$ cat src/rtl/rand_pkg.sv
// Shared definitions for the random-walk path: word width, parameter defaults
// and the saturating add used to keep the walk bounded.
package rand_pkg;

    localparam int unsigned RAND_W       = 32;
    localparam int unsigned DEF_PERIOD   = 16;
    localparam int unsigned DEF_DEPTH    = 8;
    localparam int          DEF_WALK_MIN = -512;
    localparam int          DEF_WALK_MAX = 511;

    // 33-bit signed sum so a 32-bit overflow can never wrap past the clamp.
    function automatic logic [RAND_W-1:0] sat_add32(
        input logic [RAND_W-1:0] a,
        input logic [RAND_W-1:0] b,
        input logic [RAND_W-1:0] lo,
        input logic [RAND_W-1:0] hi
    );
        logic signed [RAND_W:0] sum;
        logic signed [RAND_W:0] lo_x;
        logic signed [RAND_W:0] hi_x;
        sum  = {a[RAND_W-1], a} + {b[RAND_W-1], b};
        lo_x = {lo[RAND_W-1], lo};
        hi_x = {hi[RAND_W-1], hi};
        if (sum > hi_x) begin
            return hi;
        end else if (sum < lo_x) begin
            return lo;
        end else begin
            return sum[RAND_W-1:0];
        end
    endfunction

endpackage

$ cat src/rtl/sync_fifo.sv
// Show-ahead synchronous FIFO; occupancy is tracked by an explicit counter
// and guards on push/pop are applied here so callers may strobe freely.
module sync_fifo #(
    parameter int unsigned WIDTH = 32,
    parameter int unsigned DEPTH = 8
) (
    input  logic                       clock,
    input  logic                       reset,
    input  logic                       push_i,
    input  logic                       pop_i,
    input  logic [WIDTH-1:0]           wdata_i,
    output logic [WIDTH-1:0]           head_o,
    output logic [$clog2(DEPTH+1)-1:0] count_o,
    output logic                       full_o,
    output logic                       empty_o
);

    localparam int unsigned PtrW = $clog2(DEPTH);
    localparam int unsigned CntW = $clog2(DEPTH+1);

    logic [WIDTH-1:0] mem_q [DEPTH];
    logic [PtrW-1:0]  wr_ptr_q, wr_ptr_d;
    logic [PtrW-1:0]  rd_ptr_q, rd_ptr_d;
    logic [CntW-1:0]  count_q, count_d;
    logic             push_ok;
    logic             pop_ok;

    assign empty_o = (count_q == '0);
    assign full_o  = (count_q == CntW'(DEPTH));

    // A full FIFO still accepts a push when the head leaves in the same cycle.
    assign pop_ok  = pop_i & ~empty_o;
    assign push_ok = push_i & (~full_o | pop_ok);

    always_comb begin
        wr_ptr_d = wr_ptr_q;
        rd_ptr_d = rd_ptr_q;
        count_d  = count_q;
        if (push_ok) begin
            wr_ptr_d = wr_ptr_q + PtrW'(1);
        end
        if (pop_ok) begin
            rd_ptr_d = rd_ptr_q + PtrW'(1);
        end
        unique case ({push_ok, pop_ok})
            2'b10:   count_d = count_q + CntW'(1);
            2'b01:   count_d = count_q - CntW'(1);
            default: count_d = count_q;
        endcase
    end

    always_ff @(posedge clock or posedge reset) begin
        if (reset) begin
            wr_ptr_q <= '0;
            rd_ptr_q <= '0;
            count_q  <= '0;
        end else begin
            wr_ptr_q <= wr_ptr_d;
            rd_ptr_q <= rd_ptr_d;
            count_q  <= count_d;
        end
    end

    always_ff @(posedge clock) begin
        if (push_ok) begin
            mem_q[wr_ptr_q] <= wdata_i;
        end
    end

    assign head_o  = empty_o ? '0 : mem_q[rd_ptr_q];
    assign count_o = count_q;

endmodule

$ cat src/rtl/rand_walk_buffer.sv
// Paced bounded random walk: every PERIOD enabled cycles one LFSR step is
// added to the walk and the new position is queued for the CPU to pop.
module rand_walk_buffer
    import rand_pkg::*;
#(
    parameter int unsigned PERIOD   = DEF_PERIOD,
    parameter int unsigned DEPTH    = DEF_DEPTH,
    parameter int          WALK_MIN = DEF_WALK_MIN,
    parameter int          WALK_MAX = DEF_WALK_MAX
) (
    input  logic                       clock,
    input  logic                       reset,
    input  logic [RAND_W-1:0]          rand_in,
    input  logic                       enable,
    input  logic                       rd_en,
    input  logic                       clr_ovf,
    output logic [RAND_W-1:0]          rd_data,
    output logic                       rd_valid,
    output logic [$clog2(DEPTH+1)-1:0] count,
    output logic                       overflow,
    output logic [RAND_W-1:0]          walk
);

    localparam int unsigned TickW = (PERIOD > 1) ? $clog2(PERIOD) : 1;

    logic [TickW-1:0]  tick_q, tick_d;
    logic [RAND_W-1:0] walk_q, walk_d;
    logic              overflow_q, overflow_d;
    logic [RAND_W-1:0] walk_next;
    logic              sample;
    logic              drop;
    logic              fifo_full;
    logic              fifo_empty;

    assign sample    = enable & (tick_q == TickW'(PERIOD - 1));
    assign walk_next = sat_add32(walk_q, rand_in, RAND_W'(WALK_MIN), RAND_W'(WALK_MAX));

    // A full FIFO only loses the sample if nothing is popped in that cycle.
    assign drop = sample & fifo_full & ~rd_en;

    always_comb begin
        tick_d     = tick_q;
        walk_d     = walk_q;
        overflow_d = overflow_q;
        if (enable) begin
            tick_d = sample ? '0 : tick_q + TickW'(1);
        end
        if (sample) begin
            walk_d = walk_next;
        end
        if (drop) begin
            overflow_d = 1'b1;
        end else if (clr_ovf) begin
            overflow_d = 1'b0;
        end
    end

    always_ff @(posedge clock or posedge reset) begin
        if (reset) begin
            tick_q     <= '0;
            walk_q     <= '0;
            overflow_q <= 1'b0;
        end else begin
            tick_q     <= tick_d;
            walk_q     <= walk_d;
            overflow_q <= overflow_d;
        end
    end

    sync_fifo #(
        .WIDTH (RAND_W),
        .DEPTH (DEPTH)
    ) u_fifo (
        .clock   (clock),
        .reset   (reset),
        .push_i  (sample),
        .pop_i   (rd_en),
        .wdata_i (walk_next),
        .head_o  (rd_data),
        .count_o (count),
        .full_o  (fifo_full),
        .empty_o (fifo_empty)
    );

    assign rd_valid = ~fifo_empty;
    assign overflow = overflow_q;
    assign walk     = walk_q;

endmodule

$ cat config.mk
export PLATFORM = sky130hd
export DESIGN_NAME = rand_walk_buffer
export DESIGN_NICKNAME = d
export VERILOG_FILES = /design/src/rtl/rand_pkg.sv /design/src/rtl/sync_fifo.sv /design/src/rtl/rand_walk_buffer.sv
export SDC_FILE = /design/constraint.sdc
export NUM_CORES = 1
export LEC_CHECK = 0
export BUFFER_PORTS_ARGS = -buffer_cell sky130_fd_sc_hd__buf_2
export CAP_MARGIN = 10
export CORE_UTILIZATION = 25
export DETAILED_ROUTE_END_ITERATION = 8
export GPL_ROUTABILITY_DRIVEN = 0
export MAX_ROUTING_LAYER = met4
export PLACE_DENSITY_LB_ADDON = 0.15
export SLEW_MARGIN = 20
export SYNTH_ARGS = -nofsm -noshare
export SYNTH_HDL_FRONTEND = slang
export SYNTH_SLANG_ARGS = --single-unit
$ cat constraint.sdc
create_clock -name clock -period 9.23 [get_ports clock]
set_input_delay 1.846 -clock clock [delete_from_list [all_inputs] [get_ports clock]]
set_output_delay 1.846 -clock clock [all_outputs]
set_load 0.01 [all_outputs]
==> run metrics <==
post-synth top area share=between 50% and 60%; Worst Path Max Fanout=22; Worst-Skew Late Latency=roughly 530 ps; Critical Path RT=9450 ps; Comb pwr share=40.7%; Max Slew Vio Count=0; crit path DAT=approximately 6100 ps; sw frac=37.5%; clock buffer depth=3; first-pass GRT wire length=between 50000 and 60000 um; clock skew=around 17 ps; Int Power=approximately 3.6 mW; Layout Nets=1149; Root Driver=clkbuf_16; status=complete, no violations; clock slew at reported path FFs=around 50 ps; # Post-CTS Setup Buffers=0; DR vias/cell=approximately 4.6; Post-synth ARST share=15.5%; Pre-antenna DRT Iters=5; switching pwr=about 2.2 mW; worst min path class=flop to flop; initial antenna violation count=3; CP endpoint kind=flop; relative slew slack=~36%; Seq. cell area=between 0.008 and 0.009 mm2; Starting DRT DRC Count=416; syn avg cell area=between 10 and 15 um2; number of routed nets with antenna violations=0; CTS tree=done; HPWL after DPL=22600 um; worst ir drop on vdd=0.150 mV; setup tns final=0 ps; most common cell after layout, fill and taps aside=edfxtp_1; top cells by area, synth=edfxtp_1 (54%), mux4_2 (10%), dfrtp_1 (8.3%), ha_1 (3.3%), mux2i_1 (2.5%); Die Height=240 um; Leakage=~6.0 nW; IO Port Bufs=about 110; Seq/Total Area, Yosys=between 60% and 70%; fillers=around 5600; final number of setup-violating endpoints=0; largest net degree at the start of global routing=48; Critical Path Source Type=input pin; number of synthesized flops with an enable pin=256; clock sink count=between 300 and 400; vias in the first global route=8952; layout cell share with drive strength beyond 1=between 20 and 25%; final hold vios=0; sequential power share=between 30% and 40%; Total Power=between 5 and 6 mW; Rows=between 80 and 90; die width=240 um; Yosys cell types=around 80; DR DRC count=0; Pwr Density=between 300 and 400 mW/mm2; Area Overhead vs Synth=18.2%; top_reg_cell synth=edfxtp_1; CORE AREA=about 0.056 mm2; number of buffers created by CTS=36; Routed WL=36600 um; grt total ovfl=0; CTS Hold Buffers Added=0; Tmin final=5860 ps; Clock Power Share=a little under a quarter; post-layout util=a little under a third; pre-CTS setup slack=between 2000 and 3000 ps; syn nets=a little over 1000; final instance area=about 0.017 mm2; final worst-path setup slack=roughly 3400 ps; # IOs=roughly 110; critical path class=input pin to flop; H-tree depth=2; Final Cycle Share=63.5%; Post-CTS Resized=0; synthesized cell area=roughly 0.014 mm2; Tot GR Track Use=a little over an eighth; initial core utilization=about a quarter; total die area=between 0.05 and 0.06 mm2; Post-DP Area=between 0.015 and 0.02 mm2; Max Cap Viol=0; measured slew at the worst slew-check pin=about 970 ps; area occupied by multi-input gates=between 0.004 and 0.005 mm2; Mapped Cells=approximately 960; cell accounting for the most synthesized area=edfxtp_1; number of synthesized register bits=~300; via count=around 8500; Max Freq=approximately 170 MHz; post-DR wirelength/cell=19.8 um; Ys Warns=0; RSZ-0062 raised after global routing=no; most frequent cells in the layout=edfxtp_1 (256), buf_2 (106), nor2_1 (70), mux4_2 (64), nand2_1 (58)
[layout make-up]
cell class                 instances  share of cell area [%]
timing repair buffer             121                    3.85
clock inverter                    15                    1.00
sequential                       303                    53.1
multi-input combinational        566                    29.8
antenna                            2                  0.0299
inverter                          45                    1.01
tap                              748                    5.60
clock buffer                      48                    5.66
[per-layer routing]
layer | up-vias | global-route usage, % | wire, um | part of all wire, %
met1 | 4252 | 16.5 | 16400 | 45
li1 | 3981 | - | - | -
met2 | 174 | 22.5 | 17900 | 49
met5 | - | - | 0 | 0
met3 | 54 | 2.57 | 1570 | 4.3
met4 | 0 | 3.88 | 791 | 2.2
[power groups by stage]
stage               logic, mW  clock network (mW)  registers [mW]
floorplan                1.69                   0            2.00
global placement         2.40                   0            2.09
detailed placement       2.39                   0            2.10
CTS                      2.40                1.41            2.07
global route             2.62                1.46            2.09
finish                   2.34                1.36            2.06
[final timing paths]
path,from,end,slack (ps),cells after the start
worst min-delay path,walk[14],walk[14],510,1
worst min register to register,walk[14],walk[14],510,1
min in group asynchronous,reset,walk[20],1480,3
worst max-delay path,rand_in[0],u_fifo.mem_q[4][2],3370,15
max in group asynchronous,reset,u_fifo.rd_ptr_q[0],7200,3
worst max register to register,walk[0],u_fifo.mem_q[4][2],4310,14
[Yosys cell counts (all sizes together), types with 5 or more instances]
library cell  instances
a211oi               16
ha                   37
and2                  5
mux2i                36
nand2                58
o211a                 5
o31ai                 6
mux4                 64
nor3                 17
nand4                13
nor2                 72
buf                  22
o21ai                35
nor4                  6
xnor2                19
o21a                 33
a21oi                37
nand3                15
edfxtp              256
dfrtp                47
clkbuf               23
a21o                  5
o211ai                6
nor2b                 5
xor2                  6
inv                  45
[worst max-delay path: stages]
cell	delay, ps
buf_2	110
ha_1	200
inv_1	70
fa_1	400
nor2b_1	230
o31ai_2	130
a31o_4	270
a2111oi_2	370
and3b_1	250
or3b_4	390
nand3_1	90
o21a_1	630
buf_4	430
inv_1	220
o32ai_1	440
[state kept, by name (all words and copies together) (netlist names)]
name / cells
tick_q: 4
u_fifo.count_o: 4
walk: 32
overflow: 1
u_fifo.wr_ptr_q: 3
u_fifo.rd_ptr_q: 3
u_fifo.mem_q: 256
[through the flow]
step	instances	hold WS, ps
floorplan	959	472
global placement	1783	497
detailed placement	1783	505
CTS	1846	517
global route	1848	539
finish	1848	512
[cell families (layout without fill, tap and decap cells)]
group	count (synthesis)	after routing	synth area share, %
XOR/XNOR	25	25	1.55
adder cells (fa/ha/maj)	39	39	3.56
AND/OR/NAND/NOR	220	220	7.77
other	0	2	0
AO/OA/AOI/OAI	180	180	9.02
multiplexers	102	102	12.9
buffers and inverters	90	229	2.52
flip-flops	303	303	62.7
(Power assumes the default switching activity.)
